<file path="src/rtl/uart_tx_mmio.sv">
`default_nettype none
// +--------------------------------------------------------------------+
// | uart_tx_mmio: memory-mapped 8N1 UART transmitter with a TX FIFO.   |
// | Revision: 1.0                                                      |
// +--------------------------------------------------------------------+
module uart_tx_mmio #(
   parameter int unsigned CLKS_PER_BIT = 16,
   parameter int unsigned FIFO_DEPTH   = 4,
   parameter logic [31:0] BASE_ADDR    = 32'hFFFF_FF00
) (
   input  logic        clk,
   input  logic        reset,
   input  logic        memwrite,
   input  logic [31:0] dataadr,
   input  logic [31:0] writedata,
   output logic [31:0] readdata,
   output logic        sel,
   output logic        tx,
   output logic        txbusy
);

   localparam int unsigned c_aw = $clog2(FIFO_DEPTH);
   localparam int unsigned c_cw = $clog2(FIFO_DEPTH + 1);
   localparam int unsigned c_bw = $clog2(CLKS_PER_BIT);
   localparam logic [c_bw-1:0] c_baud_last  = c_bw'(CLKS_PER_BIT - 1);
   localparam logic [c_cw-1:0] c_full_cnt   = c_cw'(FIFO_DEPTH);
   localparam logic [1:0]      c_reg_txdata = 2'd0;
   localparam logic [1:0]      c_reg_status = 2'd1;
   localparam logic [1:0]      c_reg_ctrl   = 2'd2;

   typedef enum logic [1:0] {
      S_IDLE  = 2'd0,
      S_START = 2'd1,
      S_DATA  = 2'd2,
      S_STOP  = 2'd3
   } t_state;

   logic [7:0]      r_mem [FIFO_DEPTH];
   logic [c_aw-1:0] r_wr, r_rd;
   logic [c_cw-1:0] r_count;
   logic            r_ovf, r_en;
   t_state          r_state, w_state_n;
   logic [c_bw-1:0] r_baud, w_baud_n;
   logic [2:0]      r_bit, w_bit_n;
   logic [7:0]      r_sh, w_sh_n;
   logic            r_tx, w_tx_n;

   logic        w_we, w_push_req, w_push, w_pop, w_full, w_empty, w_active;
   logic [1:0]  w_reg;
   logic [31:0] w_status;
   logic        w_unused;

   assign sel        = (dataadr[31:4] == BASE_ADDR[31:4]);
   assign w_reg      = dataadr[3:2];
   assign w_we       = memwrite && sel;
   assign w_push_req = w_we && (w_reg == c_reg_txdata);
   assign w_full     = (r_count == c_full_cnt);
   assign w_empty    = (r_count == '0);
   assign w_active   = (r_state != S_IDLE);
   // A pop in the same cycle frees a slot, so a full FIFO can still accept.
   assign w_push     = w_push_req && (!w_full || w_pop);
   assign w_unused   = ^{writedata[31:8], dataadr[1:0]};

   assign w_status = {24'h0, 4'(r_count), r_ovf, w_active, w_empty, w_full};
   assign tx       = r_tx;
   assign txbusy   = w_active || !w_empty;

   always_comb begin
      readdata = '0;
      case (w_reg)
         c_reg_status: readdata = w_status;
         c_reg_ctrl:   readdata = {31'h0, r_en};
         default:      readdata = '0;
      endcase
   end

   always_ff @(posedge clk) begin
      if (w_push) r_mem[r_wr] <= writedata[7:0];
   end

   always_ff @(posedge clk or negedge reset) begin
      if (!reset) begin
         r_wr    <= '0;
         r_rd    <= '0;
         r_count <= '0;
         r_ovf   <= 1'b0;
         r_en    <= 1'b1;
      end else begin
         if (w_push) r_wr <= r_wr + c_aw'(1);
         if (w_pop)  r_rd <= r_rd + c_aw'(1);
         r_count <= r_count + c_cw'(w_push) - c_cw'(w_pop);
         if (w_we && (w_reg == c_reg_status))
            r_ovf <= 1'b0;
         else if (w_push_req && !w_push)
            r_ovf <= 1'b1;
         if (w_we && (w_reg == c_reg_ctrl))
            r_en <= writedata[0];
      end
   end

   always_ff @(posedge clk or negedge reset) begin
      if (!reset) begin
         r_state <= S_IDLE;
         r_baud  <= '0;
         r_bit   <= '0;
         r_sh    <= '0;
         r_tx    <= 1'b1;
      end else begin
         r_state <= w_state_n;
         r_baud  <= w_baud_n;
         r_bit   <= w_bit_n;
         r_sh    <= w_sh_n;
         r_tx    <= w_tx_n;
      end
   end

   // tx is registered, so each state sets the level for the following cycle.
   always_comb begin
      w_state_n = r_state;
      w_baud_n  = r_baud;
      w_bit_n   = r_bit;
      w_sh_n    = r_sh;
      w_tx_n    = r_tx;
      w_pop     = 1'b0;
      case (r_state)
         S_IDLE: begin
            w_tx_n = 1'b1;
            if (r_en && !w_empty) begin
               w_pop     = 1'b1;
               w_sh_n    = r_mem[r_rd];
               w_baud_n  = '0;
               w_tx_n    = 1'b0;
               w_state_n = S_START;
            end
         end
         S_START: begin
            if (r_baud == c_baud_last) begin
               w_baud_n  = '0;
               w_bit_n   = '0;
               w_tx_n    = r_sh[0];
               w_state_n = S_DATA;
            end else begin
               w_baud_n = r_baud + c_bw'(1);
            end
         end
         S_DATA: begin
            if (r_baud == c_baud_last) begin
               w_baud_n = '0;
               if (r_bit == 3'd7) begin
                  w_tx_n    = 1'b1;
                  w_state_n = S_STOP;
               end else begin
                  w_bit_n = r_bit + 3'd1;
                  w_sh_n  = {1'b0, r_sh[7:1]};
                  w_tx_n  = r_sh[1];
               end
            end else begin
               w_baud_n = r_baud + c_bw'(1);
            end
         end
         S_STOP: begin
            if (r_baud == c_baud_last) begin
               w_baud_n  = '0;
               w_tx_n    = 1'b1;
               w_state_n = S_IDLE;
            end else begin
               w_baud_n = r_baud + c_bw'(1);
            end
         end
         default: begin
            w_state_n = S_IDLE;
            w_tx_n    = 1'b1;
         end
      endcase
   end

endmodule
`default_nettype wire

</file>
<file path="config.mk">
export PLATFORM = sky130hd
export DESIGN_NAME = uart_tx_mmio
export DESIGN_NICKNAME = d
export VERILOG_FILES = /design/src/rtl/uart_tx_mmio.sv
export SDC_FILE = /design/constraint.sdc
export NUM_CORES = 1
export LEC_CHECK = 0
export CORE_MARGIN = 1
export CORE_UTILIZATION = 45
export DETAILED_ROUTE_END_ITERATION = 16
export MAX_ROUTING_LAYER = met4
export PLACE_DENSITY = 0.9
export SLEW_MARGIN = 40
export SYNTH_ARGS = -nofsm -noshare
export SYNTH_HDL_FRONTEND = slang
export SYNTH_SLANG_ARGS = --single-unit
</file>
<file path="constraint.sdc">
create_clock -name clk -period 3.6 [get_ports clk]
set_clock_uncertainty 0.05 [all_clocks]
set_input_delay 0.72 -clock clk [delete_from_list [all_inputs] [get_ports clk]]
set_output_delay 0.72 -clock clk [all_outputs]
set_load 0.005 [all_outputs]
</file>
==> impl_metrics.json <==
{
  "outcome": "completed",
  "hp-class": "register to register",
  "p_leak_nw": 1.58,
  "grt_overflow_total": 0,
  "drt_iter0_markers": 56,
  "h-tree-depth": 3,
  "crit_path_max_fanout": 5,
  "setup_tns_ns": 0,
  "grt_pass1_vias": 1948,
  "syn_to_final_growth_pct": 23.1,
  "clk_latency_ns": 0.33,
  "wire_per_inst_um": 14.5,
  "antenna_found_initial": 0,
  "pin_count": 102,
  "worst_setup_path_end_kind": "output pin",
  "drc": 0,
  "synth_cell_types": 45,
  "final-hold-violation-count": 0,
  "synth_common_cells": "edfxtp_1, buf_4, dfrtp_1, ha_1, mux2_2",
  "ys_seq_area_share_pct": 53.4,
  "min-delay-start": "tx",
  "postCtsResizedCells": 0,
  "cts_made_buffers": 9,
  "crit_path_start_kind": "input pin",
  "routabilityCongestion": 0.793,
  "via_per_inst": 5.16,
  "startpoint": "dataadr[5]",
  "multiInputGateArea_um2": 1280,
  "synth_warnings": 0,
  "powerDensity_nw_per_um2": 402,
  "cts_root_buf": "clkbuf_8",
  "synth_top_area_share_pct": 31.3,
  "grt_pass1_wl_um": 8850,
  "cts_max_path_buffers": 2,
  "post_cts_buffers": 0,
  "irDropWorstVdd_uv": 292,
  "rsz0062_at_grt": "false",
  "dieWidth_um": 84.6,
  "ys_ff_latch": 59,
  "fin_crit_ns": 3.42,
  "dpl-instance-area_um2": 3570,
  "core_region_area_um2": 6460,
  "max_freq_ghz": 0.293,
  "n_fill_cell": 501,
  "setup_slack_ns": 0.183,
  "drtAntennaViolNets": 0,
  "rr_startpoint": "r_state[0]",
  "crit_required_ns": 2.83,
  "dieArea_um2": 7160,
  "synth_cells": 230,
  "synth-edff-count": 32,
  "cts.sinks": 59,
  "rows": 29,
  "cap_violations": 0,
  "grt_usage_pct": 16.6,
  "ys.flop_type": "edfxtp_1",
  "grt_max_degree": 28,
  "die_y_um": 84.6,
  "avgSynthCellArea_um2": 13.3,
  "dp_hpwl_um": 3980,
  "syn_area_um2": 3070,
  "cts_hold_buf": 0,
  "worstSetupPathType": "input pin to output pin",
  "setup_viol": 0,
  "dp_slack_ns": 0.193,
  "portBuffers": 50,
  "clkTransAtPathRegs_ns": 0.06,
  "final_area_um2": 3780,
  "fin_crit_sh_pct": 94.9,
  "synth_most_common_cell": "edfxtp_1",
  "post-route-util_pct": 58.5,
  "cts_tree": "built",
  "initial_core_util_pct": 47.5,
  "arrival_ns": 2.65,
  "routed_wl_um": 5350,
  "yosys-top-cells-area": "edfxtp_1, dfrtp_1, ha_1",
  "vias": 1909,
  "max_slew_margin_pct": 57.8,
  "worst_slew_pin_slew_ns": 0.633,
  "area.sequential_um2": 1640,
  "dr.pass1.iters": 12,
  "nNetsFinal": 372,
  "holdWs_ns": 0.430,
  "synth_area_leader_cell": "edfxtp_1",
  "async_reset_ff_share_pct": 45.8,
  "n_antenna_cell": 0,
  "slew_viol_final": 0,
  "drive_above_1_share_pct": 17.7
}
[final cells by class]
class | instances | area share, %
tap | 77 | 2.55
clock buffer | 10 | 3.38
sequential | 59 | 43.4
multi-input combinational | 157 | 33.9
inverter | 8 | 0.794
clock inverter | 6 | 2.15
timing repair buffer | 53 | 13.8
[state kept, by name (all words and copies together), names as in the netlist]
signal and cells:
r_sh 8, r_mem 32, r_state 2, tx 1, r_count 3, r_wr 2, r_baud 4, r_rd 2
r_ovf 1, r_bit 3, r_en 1
[routing by layer]
| metal | vias to the layer above | track usage, % | wire [um] |
|---|---|---|---|
| met2 | 69 | 29.6 | 2870 |
| met4 | 0 | 5.08 | 62 |
| met3 | 8 | 4.52 | 273 |
| li1 | 908 | - | - |
| met5 | - | - | 0 |
| met1 | 924 | 18.0 | 2140 |
[report_power, final]
part | internal, mW | switching [mW] | total (mW) | leakage (nW)
Sequential | 0.750 | 0.0198 | 0.769 | 0.647
Clock | 0.385 | 0.250 | 0.634 | 0.104
Combinational | 0.0737 | 0.0403 | 0.114 | 0.825
Total | 1.21 | 0.310 | 1.52 | 1.58
[final timing paths]
kind | end | slack [ns] | cells after the start
max | sel | 0.18 | 5
min | tx | 0.43 | 2
max reg2reg | r_count[2] | 1.15 | 10
min reg2reg | tx | 0.43 | 2
max in group asynchronous | tx | 2.48 | 2
min in group asynchronous | r_sh[4] | 0.72 | 2
[cell usage in the layout, fill, tap and decap left out, types with 3 or more instances in the layout]
cell type / count
nor2b_1: 4
a21oi_1: 3
mux2i_1: 3
nand4_1: 8
xnor2_1: 3
nand2_1: 9
nor2_1: 9
mux4_2: 8
o21ai_0: 8
inv_1: 8
dfrtp_1: 25
conb_1: 25
a22o_1: 6
clkdlybuf4s50_1: 50
buf_4: 3
clkbuf_8: 9
edfxtp_1: 32
and3_1: 6
ha_1: 16
nor3_1: 4
and2_1: 6
mux2_2: 16
[per-stage QoR]
step / std cells / total power [mW]
after floorplan: 254 / 0.846
after global placement: 354 / 0.889
after detailed placement: 354 / 0.896
after CTS: 370 / 1.53
after global routing: 370 / 1.57
final: 370 / 1.52
[cell families after synthesis]
| kind of cell | count (synthesis) | share of synthesized area, % |
|---|---|---|
| buffers and inverters | 38 | 7.78 |
| multiplexers | 29 | 13.6 |
| XOR/XNOR | 5 | 1.43 |
| flip-flops | 59 | 53.4 |
| other | 1 | 0.122 |
| AO/OA/AOI/OAI | 24 | 5.30 |
| adder cells (fa/ha/maj) | 17 | 7.17 |
| AND/OR/NAND/NOR | 57 | 11.2 |
[critical path: stages]
cell,delay [ns]
clkdlybuf4s50_1,0.41
or4b_4,0.55
nor4_4,0.23
and2_2,0.23
clkdlybuf4s50_1,0.52
Note: power is estimated with default switching activity, not from simulation.
